### config.mk
export PLATFORM = sky130hd
export DESIGN_NAME = mem_arbiter
export DESIGN_NICKNAME = d
export VERILOG_FILES = /design/src/rtl/mem_arbiter.sv
export SDC_FILE = /design/constraint.sdc
export NUM_CORES = 1
export LEC_CHECK = 0
export CAP_MARGIN = 25
export CORE_AREA = 2 2 122 124
export CTS_CLUSTER_SIZE = 40
export DETAILED_ROUTE_END_ITERATION = 8
export DIE_AREA = 0 0 124 126
export GPL_TIMING_DRIVEN = 0
export HOLD_SLACK_MARGIN = 0.02
export MAX_ROUTING_LAYER = met4
export PLACE_DENSITY = 0.71
export SLEW_MARGIN = 20
export SYNTH_ARGS = -nofsm -noshare
export SYNTH_HDL_FRONTEND = slang
export SYNTH_SLANG_ARGS = --single-unit
export TNS_END_PERCENT = 100
### constraint.sdc
create_clock -name clk -period 2.7 [get_ports clk]
set_input_delay 0.54 -clock clk [delete_from_list [all_inputs] [get_ports clk]]
set_output_delay 0.54 -clock clk [all_outputs]
set_load 0.01 [all_outputs]
### src/rtl/mem_arbiter.sv
// Two-master (CPU = m0, DMA = m1) arbiter onto one shared slave bus.
// Alternates on contention, locks for a whole transfer, and force-completes stalled transfers.
module mem_arbiter #(
  parameter int TIMEOUT = 255
) (
  input  logic        clk,
  input  logic        rst_n,

  input  logic        m0_valid,
  output logic        m0_ready,
  input  logic [31:0] m0_addr,
  input  logic [31:0] m0_wdata,
  input  logic [3:0]  m0_wstrb,
  output logic [31:0] m0_rdata,

  input  logic        m1_valid,
  output logic        m1_ready,
  input  logic [31:0] m1_addr,
  input  logic [31:0] m1_wdata,
  input  logic [3:0]  m1_wstrb,
  output logic [31:0] m1_rdata,

  output logic        s_valid,
  input  logic        s_ready,
  output logic [31:0] s_addr,
  output logic [31:0] s_wdata,
  output logic [3:0]  s_wstrb,
  input  logic [31:0] s_rdata,

  output logic [1:0]  grant,
  output logic        timeout_err
);

  // Handshake: a requester holds valid and its fields stable until ready; the
  // transfer completes in the cycle ready is 1, and valid may drop the cycle after.

  // The state encoding is the one-hot grant, so grant doubles as the FSM debug view.
  typedef enum logic [1:0] {
    IDLE = 2'b00,
    OWN0 = 2'b01,
    OWN1 = 2'b10
  } state_t;

  localparam logic [15:0] WAIT_LIMIT = 16'(TIMEOUT - 1);

  state_t      state;
  state_t      state_nxt;
  logic [15:0] wait_cnt;
  logic        last_m1;
  logic        own_valid;
  logic        timeout_hit;

  always_comb begin
    own_valid = 1'b0;
    case (state)
      OWN0:    own_valid = m0_valid;
      OWN1:    own_valid = m1_valid;
      default: own_valid = 1'b0;
    endcase
    // A same-cycle s_ready always beats the timeout.
    timeout_hit = (state != IDLE) && own_valid && !s_ready && (wait_cnt == WAIT_LIMIT);
  end

  always_ff @(posedge clk or negedge rst_n) begin
    if (!rst_n) begin
      state    <= IDLE;
      wait_cnt <= 16'd0;
      last_m1  <= 1'b1;
    end else begin
      state <= state_nxt;
      if (state == IDLE) begin
        wait_cnt <= 16'd0;
      end else if (!s_ready) begin
        wait_cnt <= wait_cnt + 16'd1;
      end
      if ((state != IDLE) && (state_nxt == IDLE)) begin
        last_m1 <= (state == OWN1);
      end
    end
  end

  always_comb begin
    state_nxt = state;
    case (state)
      IDLE: begin
        if (m0_valid && m1_valid) begin
          state_nxt = last_m1 ? OWN0 : OWN1;
        end else if (m0_valid) begin
          state_nxt = OWN0;
        end else if (m1_valid) begin
          state_nxt = OWN1;
        end
      end
      // Every ownership ends in IDLE, which guarantees a gap cycle between transfers.
      OWN0, OWN1: begin
        if (!own_valid || s_ready || timeout_hit) begin
          state_nxt = IDLE;
        end
      end
      default: state_nxt = IDLE;
    endcase
  end

  always_comb begin
    grant       = state;
    timeout_err = timeout_hit;
    s_valid     = 1'b0;
    s_addr      = 32'd0;
    s_wdata     = 32'd0;
    s_wstrb     = 4'd0;
    m0_ready    = 1'b0;
    m0_rdata    = 32'd0;
    m1_ready    = 1'b0;
    m1_rdata    = 32'd0;
    case (state)
      OWN0: begin
        s_valid  = m0_valid && !timeout_hit;
        s_addr   = m0_addr;
        s_wdata  = m0_wdata;
        s_wstrb  = m0_wstrb;
        m0_ready = timeout_hit || (s_ready && m0_valid);
        m0_rdata = timeout_hit ? 32'hFFFF_FFFF : s_rdata;
      end
      OWN1: begin
        s_valid  = m1_valid && !timeout_hit;
        s_addr   = m1_addr;
        s_wdata  = m1_wdata;
        s_wstrb  = m1_wstrb;
        m1_ready = timeout_hit || (s_ready && m1_valid);
        m1_rdata = timeout_hit ? 32'hFFFF_FFFF : s_rdata;
      end
      default: ;
    endcase
  end

endmodule

Word-level counts from Yosys, hierarchy flattened
Index checks and enable logic that the tools add are counted.
Word-level totals
  flip-flop bits (word level): 19
  input bits: 173
  output and inout port bits: 138
  word-level logic and storage cells: 46
Operators by class
  add/sub/neg operators: 1
  equal/unequal tests: 4
  mux-type cells: 18
  reductions and logical operators: 20
Operators by type and width (count)
  $pmux 32 s2: 2
  $mux 32: 3
  $mux 16: 2
  $add 16x1->16 const B: 1
  $eq 16x8->1 const B: 1
  $mux 2: 5
  $logic_and 1x1->1: 9
  $pmux 4 s2: 1
  $logic_not 2->1: 2
  $logic_or 1x1->1: 4
  $pmux 1 s2: 2
  $pmux 2 s2: 1
  $logic_not 1->1: 3
  $eq 2x1->1 const B: 1
  $eq 2x2->1 const B: 1
  $mux 1: 2
  $ne 2x1->1 const B: 1
  $reduce_bool 2->1: 1
  $reduce_or 2->1: 1

Depth between registers and ports, before layout
  depth after elaboration: 10
  gate-level depth with buffers: 9

Worst setup path after synthesis
No wires, ideal clock.
  kind: reg-to-output
  from: register state[0] (netlist: grant[0])
  to: output port m0_rdata[10]
  arrival: 1.862 ns
  slack: 0.298 ns
  cell stages (with the launch flop): 9
  cells stage by stage: dfrtp_1 inv_1 ha_1 clkbuf_1 nand3b_1 nor3_2 buf_4 buf_6 o21a_1
Between the ends
  cells in the longest elaborated chain, start to end: 7
RTL lines
  from (decl): line 46  | state_t state;
  from (signal assigned): line 70  | state <= state_nxt;
  $eq 2x2->1 / $eq 2x1->1 (equally long branches): line 55, 115
  $pmux 1 s2: line 55  | case (state)
  $logic_and 1x1->1 (3 in series): line 61  | timeout_hit = (state != IDLE) && own_valid && !s_ready && (wait_cnt == WAIT_LIMIT);
  $mux 32: line 122  | m0_rdata = timeout_hit ? 32'hFFFF_FFFF : s_rdata;
  $mux 32 (*): line 115  | case (state)
  to (decl): line 14  | output logic [31:0] m0_rdata,
Every way passes the cells marked *; elsewhere a longest branch is shown, timed or not.

Worst setup path after layout
  from: register state[1] (netlist: grant[1])
  to: output port s_addr[4]
Between the ends
  cells in the longest elaborated chain, start to end: 2
RTL lines
  $eq 2x2->1 / $eq 2x1->1 (equally long branches): line 115
  $pmux 32 s2 (*): line 115
  to (decl): line 25  | output logic [31:0] s_addr,
Marks and branches as above.

==> reports/results.txt <==
first drt pass iteration count: 4
post-synthesis mux area share: 0.00770
first-pass GRT wire length: 22,600 µm
final WL: 15,700 µm
switching share of power: 0.435
RSZ-0062 raised after global routing: true
Util after Layout: 0.450
Net Switching: 1.99 mW
crit path time final: 2.67 ns
worst hold slack: 0.548 ns
Rows: 44
CTS root buf: clkbuf_16
Reg-to-Reg Start: grant[1]
power share of the clock group: 0.066
status: finished clean
Synth area leader: a22oi_1
drt wl/cell: 18.0 µm
sequential fraction of the synthesis area: 0.172
FILL cells: 1,425
# DRC: 0
die width: 124 µm
Yosys top cell area share: 0.185
internal power: 2.58 mW
Fmax: 0.374 GHz
Area Growth Syn to Fin: 133%
mean post-synth cell area: 7.66 µm²
# clock sinks: 19
crit path DAT: 2.13 ns
Iter 0 DRT Violations: 237
worst hold start: wait_cnt[7]
initial core utilization: 0.193
Detailed Place HPWL: 12,400 µm
Total GRT Usage: 0.189
Final Cycle Share: 0.990
Clock Skew: 0.00221 ns
H-tree levels: 1
Comb power frac: 0.856
share of cells above drive strength 1: 0.183
synth warn: 0
hold buffer count at cts: 0
R2R Setup Slk: 0.46 ns
die area: 15,600 µm²
Die H: 126 µm
syn nets: 540
final setup fails: 0
CTS tree: yes
Final #Nets: 868
Max VDD drop: 0.000332 V
XOR/XNOR Fraction of Synth Area: 0.0254
CP max FO: 10
maxcap violations: 0
Worst EP required: 2.16 ns
vias in the first global route: 3,862
Unique masters post-synth: 46
simple-gate portion of the synthesized area: 0.272
top-count cell post-synth: nor2b_1
largest family of logic cells by synthesized area: compound AO/OA/AOI/OAI gates
slowest stage cell, crit path: clkdlybuf4s50_1
Primary FF master, synth: dfrtp_1
EDFF count, synth: 0
Clock Pin Slew Worst Setup and Hold Paths: 0.05 ns
ys async rst share: 1.00
RR Endpoint: last_m1
Power, Total: 4.58 mW
Reg2Reg Depth: 9
leakage: 2.92 nW
Syn Inst Count: 361
initial antenna violation count: 0
antenna cells: 0
crit end category: output port
TritonCTS Buffers: 3
max incr delay on CP: 0.51 ns
drt via density: 4.68
Boundary Pins: 311
compound-gate portion of the synthesized area: 0.421
clk buf depth: 2
HP Class: flop to flop
pwr dens: 710 nW/µm²
Synth Area in Adders: 0.0272
gr ovfl total: 0
Hold Fails Final Rpt: 0
synthesized flop and latch total: 19
register share of total power: 0.077
Post-DRT Antenna Nets: 0
port bufs: 309
hold path depth: 2
crit path cell chain: buf_6 > ha_4 > buf_4 > clkbuf_4 > a22oi_1 > nor2b_1 > clkdlybuf4s50_1
global placement routability congestion: 0.847
Worst Hold End: wait_cnt[7]
Max Slew Vio Count: 0
Startpoint Class: flop
Vias: 4,082
core area: 14,300 µm²
synth cell count leaders: nor2b_1 (69), a22oi_1 (68), o21a_1 (66), clkbuf_1 (25), dfrtp_1 (18)
largest net degree at the start of global routing: 20
Post-Syn Area: 2760 µm²
relative slew slack: 0.402
Tightest Pin Transition: 0.894 ns
CP Class: flop to output port
top post-synthesis cells by area: a22oi_1 (18%), o21a_1 (18%), dfrtp_1 (16%)
clk_lat worst skew: 0.25 ns
==> worst max path at each step <==
stage / startpoint / end / cells after the start
6_report: grant[1] / s_addr[4] / 7
5_1_grt: grant[1] / s_addr[29] / 7
4_1_cts: grant[0] / s_addr[17] / 7
3_5_place_dp: grant[1] / m0_rdata[5] / 9
3_3_place_gp: grant[0] / m0_rdata[18] / 9
2_1_floorplan: grant[0] / m0_rdata[10] / 8
==> registers in the layout, summed over array words and instances, names as in the netlist <==
| signal | count |
|---|---|
| wait_cnt | 16 |
| grant | 2 |
| last_m1 | 1 |
==> cell families after synthesis <==
logic type,Yosys count
XOR/XNOR,8
multiplexers,2
flip-flops,19
adder cells (fa/ha/maj),6
AND/OR/NAND/NOR,122
buffers and inverters,47
AO/OA/AOI/OAI,157
==> cells in the final DEF, fill, tap and decap left out, types with 3 or more instances in the layout <==
cell             count
clkbuf_4             7
buf_6               13
nor2_1              11
clkbuf_1             3
clkdlybuf4s15_1     20
clkdlybuf4s50_1    211
clkbuf_2            29
clkbuf_8             3
a22oi_1             66
nor2b_1             69
nand2_1              5
o21a_1              66
or3_1                3
clkbuf_16            6
dfrtp_1             16
ha_1                 3
and2_1               5
buf_8                3
dlymetal6s2s_1      26
a21oi_1              8
buf_4               14
nand4_1              7
buf_2               28
xor2_1               7
o21ai_0              3
dlygate4sd2_1        5
o41ai_1              3
==> critical path, delay by kind of cell (launching register included) <==
family,cells,cell delay [ns]
AO/OA/AOI/OAI,1,0.24
adder cells (fa/ha/maj),1,0.17
buffers and inverters,4,0.98
flip-flops,1,0.42
AND/OR/NAND/NOR,1,0.07
==> per-layer routing <==
| metal | track usage | up-vias | part of all wire |
|---|---|---|---|
| met1 | 0.241 | 1906 | 0.42 |
| met2 | 0.322 | 150 | 0.50 |
| met3 | 0.0276 | 18 | 0.069 |
| li1 | - | 2008 | - |
| met4 | 0.0304 | 0 | 0.013 |
| met5 | - | - | 0 |
==> power groups by stage <==
stage                     sequential, mW  clock (mW)  combinational, mW
after CTS                          0.354       0.309               3.90
after detailed placement           0.371           0               3.77
after global placement             0.370           0               3.78
after floorplan                    0.364           0               1.88
final                              0.354       0.304               3.92
after global routing               0.358       0.322               4.22
==> layout make-up <==
class | count | area (µm²) | area share
timing repair buffer | 327 | 3150 | 0.489
sequential | 19 | 479 | 0.0744
buffer | 39 | 332 | 0.0515
tap | 184 | 230 | 0.0357
clock buffer | 4 | 78.8 | 0.0122
inverter | 4 | 20.0 | 0.00311
multi-input combinational | 295 | 2160 | 0.335
==> what timing repair did <==
| action | in CTS | in global routing |
|---|---|---|
| pin swaps | 4 | 6 |
| resized for setup | 234 | 110 |
| buffers inserted | 14 | 4 |
| gates cloned | 0 | 3 |
| hold endpoints to repair | 0 | 0 |
| endpoints found under the setup margin | 136 | 123 |
==> metrics by stage <==
stage	cells	setup slack, ns	TNS [ns]	instance area (µm²)
floorplan	361	0.298	0	2760
global route	872	-0.0553	-0.194	6440
detailed placement	854	-0.821	-82.34	6090
global placement	854	-0.833	-82.93	6090
finish	872	0.0272	0	6440
CTS	868	-0.0242	-0.0242	6260
No activity file was read; power rests on OpenSTA's default activity.
